==> config.mk <==
export PLATFORM = sky130hd
export DESIGN_NAME = pipeline_dot2
export DESIGN_NICKNAME = d
export VERILOG_FILES = /design/src/rtl/pipeline_dot2.sv
export SDC_FILE = /design/constraint.sdc
export NUM_CORES = 2
export LEC_CHECK = 0
export ABC_AREA = 1
export BUFFER_PORTS_ARGS = -buffer_cell sky130_fd_sc_hd__buf_2
export CAP_MARGIN = 40
export CORE_MARGIN = 2
export CORE_UTILIZATION = 45
export DETAILED_ROUTE_END_ITERATION = 8
export PLACE_DENSITY_LB_ADDON = 0.05
export SYNTH_ARGS = -nofsm -noshare
export SYNTH_HDL_FRONTEND = slang
export SYNTH_SLANG_ARGS = --single-unit
==> constraint.sdc <==
create_clock -name clk -period 16.1 [get_ports clk]
set_input_delay 2.415 -clock clk [delete_from_list [all_inputs] [get_ports clk]]
set_output_delay 2.415 -clock clk [all_outputs]
set_load 0.05 [all_outputs]
==> src/rtl/pipeline_dot2.sv <==
// Three-stage pipelined unsigned dot product: C = A1*B1 + A2*B2, one result per clock.
// Optional saturation of the final sum is enabled by defining PIPELINE_DOT2_SAT_EN.
module pipeline_dot2 #(
  parameter int unsigned WIDTH = 32
) (
  input  logic             clk,
  input  logic             rst_n,
  input  logic [WIDTH-1:0] A1,
  input  logic [WIDTH-1:0] A2,
  input  logic [WIDTH-1:0] B1,
  input  logic [WIDTH-1:0] B2,
  input  logic             in_valid,
  output logic [WIDTH-1:0] C,
  output logic             out_valid
);

  localparam int unsigned P_W = 2 * WIDTH;
  localparam int unsigned S_W = 2 * WIDTH + 1;

  // Stage 1: operand capture
  logic [WIDTH-1:0] a1_q, a1_d, a2_q, a2_d, b1_q, b1_d, b2_q, b2_d;
  logic             v1_q, v1_d;
  // Stage 2: full-width products
  logic [P_W-1:0]   p1_q, p1_d, p2_q, p2_d;
  logic             v2_q, v2_d;
  // Stage 3: result
  logic [WIDTH-1:0] c_q, c_d;
  logic             ov_q, ov_d;
  logic [S_W-1:0]   sum;

  always_comb begin
    a1_d = A1;
    a2_d = A2;
    b1_d = B1;
    b2_d = B2;
    v1_d = in_valid;

    p1_d = P_W'(a1_q) * P_W'(b1_q);
    p2_d = P_W'(a2_q) * P_W'(b2_q);
    v2_d = v1_q;

    sum  = S_W'(p1_q) + S_W'(p2_q);
    c_d  = c_q;
    ov_d = v2_q;
    // C only loads on a valid stage-2 entry, so bubbles hold the last result
    if (v2_q) begin
`ifdef PIPELINE_DOT2_SAT_EN
      if (|sum[S_W-1:WIDTH]) c_d = '1;
      else                   c_d = sum[WIDTH-1:0];
`else
      c_d = WIDTH'(sum);
`endif
    end
  end

  always_ff @(posedge clk or negedge rst_n) begin
    if (!rst_n) begin
      a1_q <= '0;
      a2_q <= '0;
      b1_q <= '0;
      b2_q <= '0;
      v1_q <= 1'b0;
      p1_q <= '0;
      p2_q <= '0;
      v2_q <= 1'b0;
      c_q  <= '0;
      ov_q <= 1'b0;
    end else begin
      a1_q <= a1_d;
      a2_q <= a2_d;
      b1_q <= b1_d;
      b2_q <= b2_d;
      v1_q <= v1_d;
      p1_q <= p1_d;
      p2_q <= p2_d;
      v2_q <= v2_d;
      c_q  <= c_d;
      ov_q <= ov_d;
    end
  end

  assign C         = c_q;
  assign out_valid = ov_q;

endmodule

==> flow_summary.ini <==
[placed_design]
numPortBuffers = 163
gp_congestion = 0.922
post-dp-hpwl_mm = 92.7

[global_routing]
track_usage_pct = 25.8
grt_max_degree = 68
grt_pass1_wl_mm = 187
gr-total-overflow = 0
antenna_found_initial = 4
grt_pass1_vias = 33100

[sta]
hold_viol_final = 0
fmax_mhz = 143
finalSetupViolations = 0
skew_ps = 19.7
period_minus_slack_ps = 7000
setup_tns_ps = 0
slew_violations = 0
period_share_pct = 43.5
worst_pin_slew_ps = 911
slew_headroom_pct = 39.2
grt_setup_unrepaired = no

[die]
coreArea_sq_um = 91200
fp.dieArea_sq_um = 94200
start_util_pct = 45.3
io-pin-count = 164
die_h_microns = 307
die_w_microns = 307
rows = 111

[critical_path]
cp_max_fo = 16
crit_path_cell_trace = buf_4, nand2_1, inv_1, fa_1, fa_1, fa_1, inv_1, fa_1, inv_1, fa_1, inv_1, fa_1, inv_1, fa_1, fa_1, ha_1, nand2_1, o21ai_0, a21oi_1, o211ai_1, nand3_1, nand2_1, xor2_1
cpPeakStageDelay_ps = 650
cp_num_buf_inv = 6
setup.worst_path.end_class = register
path_delay_family = adder cells
critPathArrivalTime_ps = 7490
worstPathRequired_ps = 16580
start_kind = register
crit_type = reg2reg
slowest_stage = dfrtp_1
critPathMostFrequentCell = fa_1

[clocking]
cts.sinks = 227
numCtsBuffers = 28
clk_latency_ps = 600
cts.reportedPaths.clkPinSlew_ps = 60
cts_hold_buf = 0
cts_resized = 0
cts_root_buf = clkbuf_16
cts_tree = yes
clk_path_buf_depth = 3
htreeDepth = 1
cts_setup_buffers = 0

[yosys]
synth.distinct_cells = 54
synth_fp_nets = 6366
synth-seq-cells = 227
netlist_instances = 5141
syn_area_per_cell_sq_um = 8.03
netlist_area_sq_um = 41300
ys_warn_count = 0
yosysSeqAreaShare_pct = 13.8

[detailed_routing]
antenna_left = 0
wire_per_inst_microns = 18.0
routed-via-count = 30700
drt_pass1_iterations = 5
wl_mm = 115
drc = 0
vias_per_cell = 4.80
drt-initial-drc-count = 1988

[finish]
syn_to_final_growth_pct = 8.15
layout-drive-gt1-share_pct = 6.34
n_antenna_cell = 0
nets = 6410

[job]
maxCapViolCount = 0

[worst_hold_path]
min_path_type = reg2reg

[outcome]
status = completed
-- cells in the final DEF (no fill, tap or decap), types with 29 or more instances in the layout --
master and count:
a21oi_1 84, buf_2 162, buf_4 39, clkbuf_16 29
dfrtp_1 224, fa_1 817, ha_1 277, inv_1 1510
nand2_1 1494, nand3_1 115, nor2_1 76, o21ai_0 57
xnor2_1 38, xor2_1 54
-- routing by layer --
metal / global-route usage (%) / vias to the layer above / wire [microns] / share of wire [%]
met5: 0 / - / 13 / 0.011
met1: 36.7 / 15100 / 52700 / 46
met4: 6.24 / 2 / 3130 / 2.7
li1: - / 14600 / - / -
met3: 3.40 / 159 / 6230 / 5.4
met2: 41.8 / 772 / 52900 / 46
-- through the flow --
stage | hold slack (ps) | setup slack [ps] | cell area, sq um | cells | utilization [%]
after global placement | 334 | 8990 | 43000 | 6314 | 47.1
after floorplan | 331 | 9610 | 41300 | 5141 | -
after global routing | 354 | 8620 | 44700 | 6393 | 49.0
final | 348 | 9100 | 44700 | 6393 | 49.0
after detailed placement | 337 | 9110 | 43700 | 6341 | 47.9
after CTS | 352 | 9090 | 44700 | 6393 | 49.0
-- cell usage after synthesis (all sizes together) --
| library cell | number | area, sq um |
|---|---|---|
| a211oi | 3 | 22.5 |
| a21boi | 4 | 30.0 |
| a21o | 13 | 97.6 |
| a21oi | 91 | 489 |
| a221o | 1 | 10.0 |
| a221oi | 2 | 17.5 |
| a31oi | 13 | 93.8 |
| and2 | 1 | 6.26 |
| buf | 61 | 330 |
| clkbuf | 154 | 581 |
| dfrtp | 227 | 5680 |
| fa | 817 | 16400 |
| ha | 277 | 3470 |
| inv | 1516 | 5690 |
| nand2 | 1503 | 5660 |
| nand3 | 118 | 606 |
| nand3b | 16 | 120 |
| nand4 | 19 | 119 |
| nor2 | 81 | 317 |
| nor3 | 19 | 111 |
| nor3b | 1 | 7.51 |
| nor4 | 4 | 25.0 |
| o2111ai | 2 | 17.5 |
| o211ai | 5 | 42.5 |
| o21a | 2 | 15.0 |
| o21ai | 71 | 374 |
| o21bai | 14 | 109 |
| o221a | 1 | 11.3 |
| o221ai | 1 | 8.76 |
| o311ai | 1 | 8.76 |
| o31ai | 1 | 7.51 |
| or2 | 10 | 62.6 |
| xnor2 | 38 | 333 |
| xor2 | 54 | 473 |
-- worst reg2reg max path, stage by stage (launching register included) --
cell      delay [ps]
dfrtp_1          650
buf_4            360
nand2_1          100
inv_1             80
fa_1             440
fa_1             440
fa_1             550
inv_1             50
fa_1             480
inv_1             50
fa_1             490
inv_1             50
fa_1             530
inv_1             50
fa_1             500
fa_1             410
ha_1             360
nand2_1          110
o21ai_0          420
a21oi_1          130
o211ai_1         190
nand3_1          120
nand2_1           90
xor2_1           250
-- area by class of cell --
type	instances	area, sq um
inverters	1516	5690
clock inverters	18	174
repair buffers	229	1830
clock buffers	34	785
fillers	9102	46600
well taps	1186	1480
multi-input cells	3183	29000
flip-flops and latches	227	5680
-- path summary, 6_finish.rpt --
kind / startpoint / to / slack [ps] / cells after the start
worst min-delay path: v1_q / ov_d / 350 / 0
worst max register to register: a1_q[11] / p1_q[26] / 9100 / 23
min in group asynchronous: rst_n / b2_q[14] / 1710 / 1
max in group asynchronous: rst_n / a1_q[18] / 12890 / 4
worst min register to register: v1_q / ov_d / 350 / 0
worst max-delay path: a1_q[11] / p1_q[26] / 9100 / 23
-- flip-flops by register name, indices dropped and copies added, names as in the netlist --
| signal | flops |
|---|---|
| p2_q | 32 |
| b2_q | 32 |
| ov_d | 1 |
| v1_q | 1 |
| p1_q | 32 |
| C | 32 |
| a1_q | 32 |
| a2_q | 32 |
| out_valid | 1 |
| b1_q | 32 |
-- logic make-up (layout without fill, tap and decap cells) --
group	Yosys count	in the layout	share of synthesized area (%)
and+or+nand+nor	1772	1772	17.0
AOI/OAI and AO/OA	225	225	3.28
xor gates and xnor gates	92	92	1.95
buffers and inverters	1731	1797	16.0
adders and majority gates	1094	1094	48.0
DFF	227	227	13.8
Power is left out: the tool's default activity adds up to more than one toggle a clock period on the data nets, which glitch-free logic cannot reach.
